<file path="config.mk">
export PLATFORM = sky130hd
export DESIGN_NAME = ins_fetch_reg
export DESIGN_NICKNAME = d
export VERILOG_FILES = /design/src/rtl/cpu_pkg.sv /design/src/rtl/ins_fetch_reg_err_tracker.sv /design/src/rtl/ins_fetch_reg.sv
export SDC_FILE = /design/constraint.sdc
export NUM_CORES = 1
export LEC_CHECK = 0
export CAP_MARGIN = 5
export CORE_MARGIN = 1
export CORE_UTILIZATION = 42
export DETAILED_ROUTE_END_ITERATION = 10
export PLACE_DENSITY = 0.81
export SYNTH_ARGS = -nofsm -noshare
export SYNTH_HDL_FRONTEND = slang
export SYNTH_SLANG_ARGS = --single-unit
</file>
<file path="constraint.sdc">
create_clock -name clk -period 2.2 [get_ports clk]
set_input_delay 0.33 -clock clk [delete_from_list [all_inputs] [get_ports clk]]
set_output_delay 0.33 -clock clk [all_outputs]
set_load 0.05 [all_outputs]
</file>
<file path="src/rtl/cpu_pkg.sv">
// cpu_pkg: shared opcode, fetch-strobe and fill-state definitions for the CPU datapath
package cpu_pkg;
  localparam int DEF_DATA_W = 8;
  localparam int DEF_OPC_W  = 3;
  localparam logic [2:0] NOP = 3'b000;
  localparam logic [2:0] LDA = 3'b001;
  localparam logic [2:0] STO = 3'b010;
  localparam logic [2:0] ADD = 3'b011;
  localparam logic [2:0] AND = 3'b100;
  localparam logic [2:0] XOR = 3'b101;
  localparam logic [2:0] JMP = 3'b110;
  localparam logic [2:0] HLT = 3'b111;
  localparam logic [1:0] FETCH_HOLD = 2'b00;
  localparam logic [1:0] FETCH_OPC  = 2'b01;
  localparam logic [1:0] FETCH_OPR  = 2'b10;
  localparam logic [1:0] FETCH_ILL  = 2'b11;
  typedef enum logic [1:0] {
    EMPTY = 2'b00,
    HALF  = 2'b01,
    FULL  = 2'b10
  } fill_t;
endpackage

</file>
<file path="src/rtl/ins_fetch_reg_err_tracker.sv">
// ifr_err_tracker: sticky sequencing-error flag where a new error outranks a same-cycle clear
module ifr_err_tracker (
  input  logic clk,
  input  logic rst,
  input  logic set,
  input  logic clr,
  output logic seq_err
);
  logic seq_err_q, seq_err_d;
  // set beats clear so an error arriving with the clear is never lost
  always_comb seq_err_d = set ? 1'b1 : clr ? 1'b0 : seq_err_q;
  // flag register, cleared only by reset or clr
  always_ff @(posedge clk or negedge rst)
    if (!rst) seq_err_q <= 1'b0;
    else seq_err_q <= seq_err_d;
  assign seq_err = seq_err_q;
endmodule

</file>
<file path="src/rtl/ins_fetch_reg.sv">
// ins_fetch_reg: opcode/operand instruction register with fill tracking; IFR_INSTR_COUNT_EN adds an opcode-load counter
module ins_fetch_reg
  import cpu_pkg::*;
#(
  parameter int DATA_W = DEF_DATA_W,
  parameter int OPC_W  = DEF_OPC_W,
  localparam int ADDR_W = 2 * DATA_W - OPC_W
`ifdef IFR_INSTR_COUNT_EN
  , parameter int CNT_W = 16
`endif
) (
  input  logic              clk,
  input  logic              rst,
  input  logic              ena,
  input  logic [1:0]        fetch,
  input  logic [DATA_W-1:0] data,
  input  logic              clr_err,
  output logic [OPC_W-1:0]  ins,
  output logic [ADDR_W-1:0] ir_addr,
  output logic              ins_valid,
  output logic              addr_valid,
  output logic              seq_err
`ifdef IFR_INSTR_COUNT_EN
  , output logic [CNT_W-1:0] instr_cnt
`endif
);
  localparam int HI_W = DATA_W - OPC_W;
  fill_t             state_q, state_d;
  logic [OPC_W-1:0]  ins_q, ins_d;
  logic [HI_W-1:0]   ad_hi_q, ad_hi_d;
  logic [DATA_W-1:0] ad_lo_q, ad_lo_d;
  logic opc_ld, opr_ld, err_set;
  assign opc_ld  = ena && fetch == FETCH_OPC;
  assign opr_ld  = ena && fetch == FETCH_OPR && state_q != EMPTY;
  assign err_set = ena && (fetch == FETCH_ILL || (fetch == FETCH_OPR && state_q == EMPTY));
  // fill state register; reset discards any partially fetched instruction
  always_ff @(posedge clk or negedge rst)
    if (!rst) state_q <= EMPTY;
    else state_q <= state_d;
  // opcode load always restarts at HALF; operand load only completes a started fetch
  always_comb state_d = opc_ld ? HALF : opr_ld ? FULL : state_q;
  // status outputs decoded from the registered state
  always_comb begin
    ins_valid  = state_q != EMPTY;
    addr_valid = state_q == FULL;
  end
  // opcode byte splits into opcode and high address bits; operand byte is the low address
  always_comb begin
    ins_d   = opc_ld ? data[DATA_W-1 -: OPC_W] : ins_q;
    ad_hi_d = opc_ld ? data[HI_W-1:0] : ad_hi_q;
    ad_lo_d = opr_ld ? data : ad_lo_q;
  end
  // instruction and address byte registers
  always_ff @(posedge clk or negedge rst)
    if (!rst) begin
      ins_q   <= NOP;
      ad_hi_q <= '0;
      ad_lo_q <= '0;
    end else begin
      ins_q   <= ins_d;
      ad_hi_q <= ad_hi_d;
      ad_lo_q <= ad_lo_d;
    end
  assign ins     = ins_q;
  assign ir_addr = {ad_hi_q, ad_lo_q};
  ifr_err_tracker u_err (
    .clk     (clk),
    .rst     (rst),
    .set     (err_set),
    .clr     (clr_err),
    .seq_err (seq_err)
  );
`ifdef IFR_INSTR_COUNT_EN
  logic [CNT_W-1:0] cnt_q, cnt_d;
  // counts every accepted opcode load, wrapping silently
  always_comb cnt_d = opc_ld ? cnt_q + 1'b1 : cnt_q;
  // counter register, cleared only by reset
  always_ff @(posedge clk or negedge rst)
    if (!rst) cnt_q <= '0;
    else cnt_q <= cnt_d;
  assign instr_cnt = cnt_q;
`endif
endmodule

</file>
==> After elaboration in Yosys (flattened, before gate mapping) <==
Index checks and enable logic that the tools add are counted.
Widths: inputs -> output; s select.
{ "word_totals": {"in_bits": 14, "word_cells": 23, "ff_bits": 19, "out_inout_bits": 19} }
{ "classes": {"reduce_logical": 10, "mux": 4, "eq_ne": 4} }
{ "op_table": {"columns": ["cell", "n"], "rows": [
  ["$eq 2x2->1 const B", 3],
  ["$reduce_bool 2->1", 3],
  ["$logic_and 1x1->1", 5],
  ["$mux 2", 2],
  ["$eq 2x1->1 const B", 1],
  ["$logic_not 2->1", 1],
  ["$mux 1", 2],
  ["$logic_or 1x1->1", 1]
]} }

==> Logic depth before layout (Yosys ltp) <==
{ "logic_depth": {"word_depth": 5, "depth_mapped": 3, "depth_no_buf": 3} }

==> Cells and area by module <==
Synthesis repeated with hierarchy kept, for this count alone.
{ "hier_totals": {"cells_unflattened": 49, "hier_area_um2": 737.0} }
{ "modules_own_cells": {"columns": ["mod", "cells_per_inst", "n_inst", "area_each_um2", "seq_area_each_um2"], "rows": [
  ["ins_fetch_reg", 46, 1, 700.7, 450.4],
  ["ifr_err_tracker", 3, 1, 36.3, 25.0]
]} }

==> Worst setup path after synthesis <==
Ideal clock, no wire load.
{ "synth_timing": {"kind": "register to register", "start": "register state_q[0]", "end": "register ad_lo_q[0]", "path_stages_with_launch": 4, "path_slack_ps": 953, "required_time_ps": 2075, "n_path_buf": 0, "setup_ps": 125, "arrival_time_ps": 1122, "period_less_slack_ps": 1247, "path_cell_list": "dfrtp_1 nor2_1 nor3_4 mux2_2"} }
{ "synth_between": {"elab_chain_cells": 2} }
{ "synth_rtl": {"columns": ["item", "line", "source"], "rows": [
  ["from (decl)", "ins_fetch_reg.sv:28", "fill_t state_q, state_d;"],
  ["from (signal assigned)", "ins_fetch_reg.sv:39", "else state_q <= state_d;"],
  ["$reduce_bool 2->1", "ins_fetch_reg.sv:34", "assign opr_ld = ena && fetch == FETCH_OPR && state_q != EMPTY;"],
  ["$logic_and 1x1->1", "ins_fetch_reg.sv:34", null],
  ["to (signal assigned)", "ins_fetch_reg.sv:62", "ad_lo_q <= ad_lo_d;"],
  ["to (decl)", "ins_fetch_reg.sv:31", "logic [DATA_W-1:0] ad_lo_q, ad_lo_d;"]
]} }
Every way passes these cells.
A chain may end at the register's enable or synchronous reset.

==> Worst setup path after layout <==
{ "layout_timing": {"start": "register state_q[1]", "end": "output ins_valid"} }
{ "layout_between": {"elab_chain_cells": 1} }
{ "layout_rtl": {"columns": ["item", "line", "source"], "rows": [
  ["$reduce_bool 2->1", "ins_fetch_reg.sv:44", "ins_valid = state_q != EMPTY;"],
  ["to (decl)", "ins_fetch_reg.sv:20", "output logic ins_valid,"]
]} }
Every way passes these cells.

==> results_tabular.tex <==
\begin{tabular}{lr}
\hline
Metric & Value \\
\hline
\multicolumn{2}{l}{\textbf{Timing}} \\
Maximum frequency from static timing analysis & $\sim$490 MHz \\
Largest clock skew in the final design & 2.846 ps \\
Setup TNS & 0 ps \\
Final count of negative-setup-slack endpoints & 0 \\
Hold violation total from the final report & 0 \\
Final Cycle Share & 0.9353 \\
Final hold slack & 369.7 ps \\
Time the worst path needs with I/O delays and setup & slightly above 2000 ps \\
RSZ-0062 raised after global routing & no \\
Final count of pins violating max slew & 0 \\
Worst slew pin tran & 506.3 ps \\
Normalized max-slew margin & 0.6614 \\
\multicolumn{2}{l}{\textbf{Global route}} \\
Antenna violations before repair & 0 \\
Overall fraction of global-route tracks in use & 0.1645 \\
Sum of overflow across all layers after global routing & 0 \\
Via count of the first global-routing pass & 503 \\
Global-route wire length before repair & 2263 um \\
Maximum number of pins on one net before global-route repair & 20 \\
\multicolumn{2}{l}{\textbf{Final layout}} \\
Most used cells in the layout excluding fill and tap cells & 32 x sky130\_fd\_sc\_hd\_\_clkdlybuf4s50\_1, 19 x sky130\_fd\_sc\_hd\_\_dfrtp\_1, 16 x sky130\_fd\_sc\_hd\_\_mux2\_2, 4 x sky130\_fd\_sc\_hd\_\_nand2\_1, 3 x sky130\_fd\_sc\_hd\_\_clkbuf\_4 \\
Commonest non-fill, non-tap cell in the layout & sky130\_fd\_sc\_hd\_\_clkdlybuf4s50\_1 \\
Proportion of layout cells with a drive suffix above 1 & 0.2558 \\
Final Cell Area & 1110 um2 \\
Area of the multi-input gates & 252.7 um2 \\
Register cell area after layout & roughly 480 um2 \\
Area delta synth->final & 50.85\% \\
\# fillers & roughly 130 \\
Post-layout net count & 101 \\
Number of diodes added for antenna fixing & 0 \\
Post-route insts no fill & 102 \\
\multicolumn{2}{l}{\textbf{Clock network}} \\
Number of hold buffers added after CTS & 0 \\
Number of setup buffers added after CTS & 0 \\
Clock latency on the worst-skew pair & about 280 ps \\
Number of buffers created by CTS & 3 \\
Worst-path clk slew & 100 ps \\
\# clock sinks & 19 \\
Number of instances resized during post-cts repair & 0 \\
Max Root-Sink Buffers & 2 \\
TritonCTS clock tree & built \\
Cell at the root of the clock tree & sky130\_fd\_sc\_hd\_\_clkbuf\_4 \\
H-tree level count & 1 \\
\multicolumn{2}{l}{\textbf{Synth}} \\
Synth top area share & 0.6463 \\
Register bit count reported by yosys & 19 \\
Post-Synthesis Cell Area & 735.7 um2 \\
Number of unique standard cell types used by synthesis & 11 \\
Synthesized instance count & 49 \\
Count of warnings emitted by yosys & 0 \\
Syn\_nets & 63 \\
Mean instance size in the synthesized netlist & 15.01 um2 \\
Sequential fraction of the synthesis area & 0.6463 \\
Dominant cells by area after synthesis & sky130\_fd\_sc\_hd\_\_dfrtp\_1 65\%, sky130\_fd\_sc\_hd\_\_mux2\_2 24\%, sky130\_fd\_sc\_hd\_\_nor3\_4 2.2\% \\
Largest area contributor in the netlist & sky130\_fd\_sc\_hd\_\_dfrtp\_1 \\
\multicolumn{2}{l}{\textbf{Pwr}} \\
Power per unit of standard cell area & 1059 nW/um2 \\
P\_leak & 0.4683 nW \\
Worst supply voltage drop on vdd & approximately 0.00059 V \\
\multicolumn{2}{l}{\textbf{Job}} \\
Max\_cap viols & 0 \\
\multicolumn{2}{l}{\textbf{Setup path}} \\
List of cells traversed by the critical path & nor2\_1, inv\_1, clkdlybuf4s50\_1 \\
Worst reg2reg setup slack & 810 ps \\
Maximum fanout count along the critical path & 3 \\
Nature of the critical path endpoint & primary output \\
Length in cells of the worst reg-to-reg path & 3 \\
Launch point of the worst path & state\_q[1]\$\_DFFE\_PN0P\_ \\
CP peak stage delay & 700 ps \\
Startpoint-to-endpoint class of the critical path & reg -> out \\
Startpoint of the worst register-to-register path & state\_q[0]\$\_DFFE\_PN0P\_ \\
Data required time of the critical path & 1870 ps \\
Type of element launching the critical path & flop \\
Critical path depth in cells & 3 \\
Cell type of the slowest stage on the worst timing path & sky130\_fd\_sc\_hd\_\_clkdlybuf4s50\_1 \\
Arrival time of the worst setup path & around 1700 ps \\
Largest delay share family, worst path & buffers and inverters \\
Sum of buffers and inverters on the critical path & 2 \\
\multicolumn{2}{l}{\textbf{Worst hold path}} \\
Path class of the lowest-slack min-delay path & in -> async \\
\multicolumn{2}{l}{\textbf{Placement}} \\
DP Wirelength & 1081 um \\
Placer congestion estimate & 0.6908 \\
Number of placed cells counting well taps & a little under 100 \\
Number of input and output port buffers inserted & 32 \\
Placed instance area & 1084 um2 \\
\multicolumn{2}{l}{\textbf{Floorplanning}} \\
\# rows & 14 \\
DIE AREA & 1923 um2 \\
Die H & $\sim$44 um \\
Effective utilization at floorplan & 0.4667 \\
Area of the placeable core & 1577 um2 \\
Count of pins on the block boundary & 33 \\
Die width & 43.86 um \\
\multicolumn{2}{l}{\textbf{Detailed routing}} \\
DRC violations left & 4 \\
Routed length per placed instance & 14.21 um \\
Total Routed Length & $\sim$1400 um \\
Via total after detailed routing & 520 \\
Via density & around 5.1 \\
Detailed Route Iter0 Violations & 5 \\
Number of routed nets with antenna violations & 0 \\
Number of detailed-routing iterations run before antenna repair & 7 \\
\multicolumn{2}{l}{\textbf{Run status}} \\
Result of the run & complete, but fails checks \\
Failing checks & design-rule violations \\
\hline
\end{tabular}
==> through the flow <==
stage                     utilization  worst slack [ps]  power, mW
after global placement         0.6873             407.5      1.007
after floorplan                     -             953.0     0.8130
after global routing           0.7040             62.66      1.231
final                          0.7040             142.3      1.176
after CTS                      0.7040             127.4      1.188
after detailed placement       0.6873             354.1      1.019
==> logic make-up after synthesis <==
logic type | after synthesis | share of synthesized area
AND/OR/NAND/NOR | 9 | 0.07314
flip-flops | 19 | 0.6463
buffers and inverters | 2 | 0.01021
AO/OA/AOI/OAI | 3 | 0.02551
multiplexers | 16 | 0.2449
==> path summary, 6_finish.rpt <==
path,endpoint
setup / recovery,ins_valid
hold / removal,state_q[0]$_DFFE_PN0P_
setup reg to reg,ad_lo_q[4]$_DFFE_PN0P_
hold reg to reg,ad_hi_q[4]$_DFFE_PN0P_
max in group asynchronous,ad_hi_q[1]$_DFFE_PN0P_
min in group clk,ad_hi_q[4]$_DFFE_PN0P_
==> report_power, final <==
part / switching (mW) / internal, mW
clock network: 0.0983 / 0.0704
logic: 0.342 / 0.203
registers: 0.0385 / 0.424
==> layout make-up <==
class	instances	area share
clock buffer	4	0.02368
multi-input combinational	28	0.2277
tap	16	0.01804
timing repair buffer	33	0.2954
sequential	19	0.4284
inverter	2	0.006764
==> routing by layer <==
metal,global-route usage,part of all wire
met3,0.05000,0.10
met5,0,0
met1,0.2182,0.43
met2,0.2597,0.47
met4,0.05455,0
==> synthesized netlist by cell type <==
cell type and n:
sky130_fd_sc_hd__and2b_2 1, sky130_fd_sc_hd__dfrtp_1 19, sky130_fd_sc_hd__inv_1 2, sky130_fd_sc_hd__mux2_2 16, sky130_fd_sc_hd__nand2_1 4, sky130_fd_sc_hd__nor2_1 2, sky130_fd_sc_hd__nor2b_1 1, sky130_fd_sc_hd__nor3_4 1
sky130_fd_sc_hd__o21a_1 1, sky130_fd_sc_hd__o21ai_0 1, sky130_fd_sc_hd__o22ai_1 1
==> worst register-to-register path, cell delays in order, from the launching register on <==
cell and delay (ps):
sky130_fd_sc_hd__dfrtp_1 380, sky130_fd_sc_hd__nor2_1 100, sky130_fd_sc_hd__nor3_4 410, sky130_fd_sc_hd__mux2_2 390
==> sequential cells by signal, summed over array words and instances, names as in the netlist <==
signal,cells
ad_hi_q,5
state_q,2
ins,3
u_err.seq_err,1
ad_lo_q,8
(Power assumes the default switching activity.)
